`src/rtl/mb_pkg.sv`:
```
// Shared constants for the result drain path: block geometry and writer FSM encodings.
// Lane i of a block occupies bits [BlockW-1-DATA_W*i -: DATA_W], so lane 0 is the MSB slice.
package mb_pkg;

  localparam int unsigned LANES  = 16;
  localparam int unsigned DATA_W = 16;
  localparam int unsigned BlockW = LANES * DATA_W;

  localparam logic [1:0] StIdle = 2'd0;
  localparam logic [1:0] StLoad = 2'd1;
  localparam logic [1:0] StSend = 2'd2;

endpackage

```
`src/rtl/result_fifo.sv`:
```
// Two-entry block FIFO between the accumulator capture and the lane serialiser.
// A push while full is accepted only when a pop happens in the same cycle.
module result_fifo #(
  parameter int unsigned Width = 256
) (
  input  logic             clk_i,
  input  logic             rst_ni,
  input  logic             push_i,
  input  logic [Width-1:0] data_i,
  input  logic             pop_i,
  output logic             full_o,
  output logic             empty_o,
  output logic [Width-1:0] head_o
);

  logic [Width-1:0] mem_q [2];
  logic [Width-1:0] mem_d [2];
  logic             rd_ptr_q, rd_ptr_d;
  logic             wr_ptr_q, wr_ptr_d;
  logic [1:0]       count_q, count_d;
  logic             do_push, do_pop;

  always_comb begin
    full_o  = (count_q == 2'd2);
    empty_o = (count_q == 2'd0);
    head_o  = mem_q[rd_ptr_q];
    do_pop  = pop_i && !empty_o;
    do_push = push_i && (!full_o || do_pop);

    mem_d    = mem_q;
    rd_ptr_d = rd_ptr_q;
    wr_ptr_d = wr_ptr_q;
    count_d  = count_q;
    if (do_push) begin
      mem_d[wr_ptr_q] = data_i;
      wr_ptr_d        = ~wr_ptr_q;
    end
    if (do_pop) begin
      rd_ptr_d = ~rd_ptr_q;
    end
    case ({do_push, do_pop})
      2'b10:   count_d = count_q + 2'd1;
      2'b01:   count_d = count_q - 2'd1;
      default: count_d = count_q;
    endcase
  end

  always_ff @(posedge clk_i) begin
    if (!rst_ni) begin
      mem_q[0] <= '0;
      mem_q[1] <= '0;
      rd_ptr_q <= 1'b0;
      wr_ptr_q <= 1'b0;
      count_q  <= 2'd0;
    end else begin
      mem_q    <= mem_d;
      rd_ptr_q <= rd_ptr_d;
      wr_ptr_q <= wr_ptr_d;
      count_q  <= count_d;
    end
  end

endmodule

```
`src/rtl/result_writer.sv`:
```
// Captures finished accumulator blocks on done rising edges and serialises each into
// LANES single-lane writes at an auto-incrementing address.
module result_writer
  import mb_pkg::*;
#(
  parameter int unsigned LANES  = mb_pkg::LANES,
  parameter int unsigned DATA_W = mb_pkg::DATA_W,
  parameter int unsigned ADDR_W = 10
) (
  input  logic                    clock,
  input  logic                    reset_n,
  input  logic                    acc_done,
  input  logic [LANES*DATA_W-1:0] acc_data,
  input  logic                    start,
  input  logic [ADDR_W-1:0]       start_addr,
  output logic                    wr_valid,
  input  logic                    wr_ready,
  output logic [ADDR_W-1:0]       wr_addr,
  output logic [DATA_W-1:0]       wr_data,
  output logic                    busy,
  output logic                    overflow,
  output logic [7:0]              blocks_written
);

  localparam int unsigned BlkW     = LANES * DATA_W;
  localparam int unsigned LaneIdxW = (LANES > 1) ? $clog2(LANES) : 1;

  logic                done_q;
  logic [1:0]          state_q, state_d;
  logic [BlkW-1:0]     shift_q, shift_d;
  logic [LaneIdxW-1:0] lane_idx_q, lane_idx_d;
  logic [ADDR_W-1:0]   ptr_q, ptr_d;
  logic [7:0]          blocks_q, blocks_d;
  logic                overflow_q, overflow_d;

  logic            capture, push, pop;
  logic            fifo_full, fifo_empty;
  logic [BlkW-1:0] fifo_head;

  result_fifo #(
    .Width (BlkW)
  ) u_fifo (
    .clk_i   (clock),
    .rst_ni  (reset_n),
    .push_i  (push),
    .data_i  (acc_data),
    .pop_i   (pop),
    .full_o  (fifo_full),
    .empty_o (fifo_empty),
    .head_o  (fifo_head)
  );

  always_comb begin
    capture    = acc_done & ~done_q;
    pop        = (state_q == StLoad);
    push       = capture && (!fifo_full || pop);
    overflow_d = overflow_q | (capture & fifo_full & ~pop);

    state_d    = state_q;
    shift_d    = shift_q;
    lane_idx_d = lane_idx_q;
    ptr_d      = ptr_q;
    blocks_d   = blocks_q;

    case (state_q)
      StIdle: begin
        if (!fifo_empty) begin
          state_d = StLoad;
        end else if (start) begin
          ptr_d    = start_addr;
          blocks_d = 8'd0;
        end
      end
      StLoad: begin
        shift_d    = fifo_head;
        lane_idx_d = '0;
        state_d    = StSend;
      end
      StSend: begin
        if (wr_ready) begin
          shift_d    = shift_q << DATA_W;
          ptr_d      = ptr_q + 1'b1;
          lane_idx_d = lane_idx_q + 1'b1;
          if (lane_idx_q == LaneIdxW'(LANES - 1)) begin
            blocks_d = blocks_q + 8'd1;
            // No pop in SEND, so only this cycle's push can refill an empty FIFO.
            state_d  = (!fifo_empty || push) ? StLoad : StIdle;
          end
        end
      end
      default: state_d = StIdle;
    endcase
  end

  always_ff @(posedge clock) begin
    if (!reset_n) begin
      done_q     <= 1'b0;
      state_q    <= StIdle;
      shift_q    <= '0;
      lane_idx_q <= '0;
      ptr_q      <= '0;
      blocks_q   <= 8'd0;
      overflow_q <= 1'b0;
    end else begin
      done_q     <= acc_done;
      state_q    <= state_d;
      shift_q    <= shift_d;
      lane_idx_q <= lane_idx_d;
      ptr_q      <= ptr_d;
      blocks_q   <= blocks_d;
      overflow_q <= overflow_d;
    end
  end

  always_comb begin
    wr_valid       = (state_q == StSend);
    wr_addr        = ptr_q;
    wr_data        = shift_q[BlkW-1 -: DATA_W];
    busy           = (state_q != StIdle) || !fifo_empty;
    overflow       = overflow_q;
    blocks_written = blocks_q;
  end

endmodule
```
`config.mk`:
```
export PLATFORM = sky130hd
export DESIGN_NAME = result_writer
export DESIGN_NICKNAME = d
export VERILOG_FILES = /design/src/rtl/mb_pkg.sv /design/src/rtl/result_fifo.sv /design/src/rtl/result_writer.sv
export SDC_FILE = /design/constraint.sdc
export NUM_CORES = 2
export LEC_CHECK = 0
export ABC_CLOCK_PERIOD_IN_PS = 2050
export BUFFER_PORTS_ARGS = -buffer_cell sky130_fd_sc_hd__buf_4
export CELL_PAD_IN_SITES_DETAIL_PLACEMENT = 0
export CELL_PAD_IN_SITES_GLOBAL_PLACEMENT = 1
export CORE_ASPECT_RATIO = 2
export CORE_MARGIN = 3
export CORE_UTILIZATION = 44
export DETAILED_ROUTE_END_ITERATION = 16
export PLACE_DENSITY_LB_ADDON = 0.1
export SYNTH_ARGS = -nofsm -noshare
export SYNTH_HDL_FRONTEND = slang
export SYNTH_SLANG_ARGS = --single-unit
```
`constraint.sdc`:
```
create_clock -name clock -period 2.05 [get_ports clock]
set_input_delay 0.41 -clock clock [delete_from_list [all_inputs] [get_ports clock]]
set_output_delay 0.41 -clock clock [all_outputs]
set_load 0.01 [all_outputs]
```
==> impl_metrics.ini <==
[outcome]
status = finished, final reports clean

[run]
maxCapViolations = 0

[grt]
grt_pass1_vias = 28200
grt_first_pass_wirelength_um = 160000
grt_overflow = 0
grt_max_degree = 86
grt.total_usage_pct = 26.1
antenna_found_initial = 4

[worst_hold_path]
hp-start = acc_data[247]
min_path_type = input port to flop
min_to = u_fifo.mem_q[247]
hold_path_depth = 3

[setup_path]
cp-start-kind = flop
end_kind = primary output
critical_path_class = flop to primary output
reg2reg_depth = 7
reg2reg_to = u_fifo.mem_q[335]
arrival_ps = 1580
timing.rr.start = state_q[1]
crit_path_max_fanout = 5
worstPathRequired_ps = 1640
r2r_setup_slack_ps = 110

[logic_synthesis]
synth_edf_count = 0
synth.avg_cell_area_um2 = 7.90
async_reset_ff_share_pct = 0
ys.flop_type = dfxtp_1
yosysWarnings = 0
synth_cell_types = 50
synth_area_um2 = 32600
postSynthCellCount = 4130
synth_nets = 4405
ys_ff_latch = 798
synth-seq-area-share_pct = 49.0

[clocking]
h-tree-depth = 3
clockBufferDepth = 3
worstSkewPairLatency_ps = 650
cts_buffers = 75
cts-root-buf = clkbuf_16
path_clk_slew_ps = 60
clock-sinks = 798
cts_tree = built

[route]
drtIter0Drc = 1576
via_per_inst = 5.29
num_vias = 29200
antenna_left = 0
wl_per_cell_um = 18.8
wl_um = 104000
firstDrtPassIters = 5
drc = 0

[timing]
hold_slack_ps = 42.7
finalSetupViolations = 0
worst_slew_pin_slew_ps = 496
worst_slack_ps = 58.8
min_period_ps = 1990
final_max_slew_viol_count = 0
slew_headroom_pct = 66.8
period_share_pct = 97.1
rsz0062_at_grt = yes
fmax_ghz = 0.502
finalHoldViolCount = 0
fin_skew_ps = 21.0

[power_and_ir_drop]
p_leak_nw = 15.6
powerDensity_nw_per_um2 = 949
max-vdd-ir-drop_mv = 0.659

[floorplanning]
die_area_um2 = 77600
start_util_pct = 44.5
ios = 308
die_h_um = 391
rows = 140
die_x_um = 199
core_area_um2 = 73200

[cells_and_area]
fin_area_um2 = 41500
drive_above_1_share_pct = 13.3
fin_util_pct = 56.7
synthToLayoutAreaGrowth_pct = 27.2
nNetsFinal = 4813

[placement]
io_buffers = 307
dp_slack_ps = 134
dp_hpwl_um = 70500
dpl_cell_area_um2 = 36800
place.gp.congestion = 0.805
## cells by family after synthesis
| kind of cell | Yosys count | share of synthesized area, % |
|---|---|---|
| flip-flops | 798 | 49.0 |
| multiplexers | 256 | 7.86 |
| buffers and inverters | 371 | 5.09 |
| adder cells (fa/ha/maj) | 4 | 0.153 |
| AO/OA/AOI/OAI | 1070 | 18.6 |
| XOR/XNOR | 4 | 0.107 |
| AND/OR/NAND/NOR | 1627 | 19.2 |
## cell type report
class                   count  area, um2
clock buffers             107       2160
flip-flops and latches    798      16000
repair buffers            696       6870
fillers                  6955      31700
multi-input cells        2961      15000
diodes                      3       7.51
inverters                   6       32.5
well taps                 923       1150
clock inverters            25        240
## cell usage after synthesis (2+ instances only)
master	count	area share [%]
nand3b_1	5	0.12
nand4_1	7	0.13
xnor2_1	3	0.081
a21o_1	2	0.046
ha_1	4	0.15
a311oi_1	2	0.054
nor4_1	3	0.058
or3_1	4	0.077
mux2i_1	256	7.9
and4_1	2	0.054
buf_2	153	2.3
o31ai_1	2	0.046
buf_4	16	0.37
nor2b_1	3	0.058
buf_6	2	0.069
clkbuf_1	167	1.9
nand2b_1	10	0.19
nand3_1	8	0.12
inv_1	3	0.035
inv_2	3	0.035
a21oi_1	788	12
a31oi_1	7	0.13
o211ai_1	246	5.7
nor2_1	46	0.53
nor3_1	2	0.031
o21ai_0	9	0.14
dfxtp_1	798	49
or4_1	4	0.092
buf_1	27	0.31
nand2_1	1526	18
a211oi_1	2	0.046
o31a_1	2	0.054
## critical path, stage by stage (launching register included)
cell and delay (ps):
dfxtp_4 360, nor4_4 350, inv_2 100, buf_6 130
## per-stage QoR
stage,instances,setup TNS (ps),power (mW)
2_1_floorplan,4130,0,22.0
3_3_place_gp,5164,0,25.3
3_5_place_dp,5164,0,25.4
4_1_cts,5513,0,39.7
5_1_grt,5518,-6.94,41.2
6_report,5519,0,39.4
## layer usage
metal / up-vias / GRT usage (%) / wire, um
li1: 14700 / - / -
met1: 13700 / 30.9 / 42000
met2: 575 / 46.5 / 52900
met3: 173 / 3.62 / 3850
met4: 2 / 11.9 / 4910
met5: - / 0 / 13
## power breakdown
group / internal (mW) / leakage, nW / switching [mW]
Combinational: 3.29 / 7.90 / 4.94
Clock: 7.85 / 1.19 / 6.11
Sequential: 16.5 / 6.48 / 0.644
## state kept, by name (all words and copies together) (netlist names), 2 cells and up
name and count:
u_fifo.mem_q 512, shift_q 256, wr_addr 10, lane_idx_q 4, state_q 2, u_fifo.count_q 2, blocks_written 8
## worst max-delay path by stage
stage,start,end,slack (ps),cells after the start
4_1_cts,state_q[0],busy,10,3
6_report,state_q[1],busy,60,3
3_5_place_dp,state_q[0],shift_q[114],130,6
5_1_grt,state_q[1],busy,-7,3
3_3_place_gp,state_q[0],shift_q[114],170,6
2_1_floorplan,state_q[1],u_fifo.count_q[1],200,7
## what timing repair did
item,in CTS,in global routing
setup endpoints to repair,2,74
cloned,0,1
buffers inserted,4,2
hold buffers,214,0
hold endpoints to repair,405,0
gates resized for setup,7,3
pin swaps,1,2
## layout by cell type (no fill, tap or decap), types with 3 or more instances in the layout
master,instances
clkbuf_1,18
diode_2,3
nand2_1,1525
nand4_1,7
nand3_1,8
buf_12,85
nor4_1,3
bufinv_16,4
nor2b_1,3
o211ai_1,246
nand3b_1,5
dfxtp_1,794
clkinv_2,16
a31oi_1,7
buf_4,394
clkbuf_8,12
xnor2_1,3
clkinvlp_4,3
nand2b_1,8
o21ai_0,9
or4_1,4
mux2i_1,256
nor2_1,46
dlygate4sd3_1,214
a21oi_1,787
clkbuf_16,78
inv_1,3
or3_1,4
dfxtp_4,3
ha_1,4
Note: power is estimated with default switching activity, not from simulation.
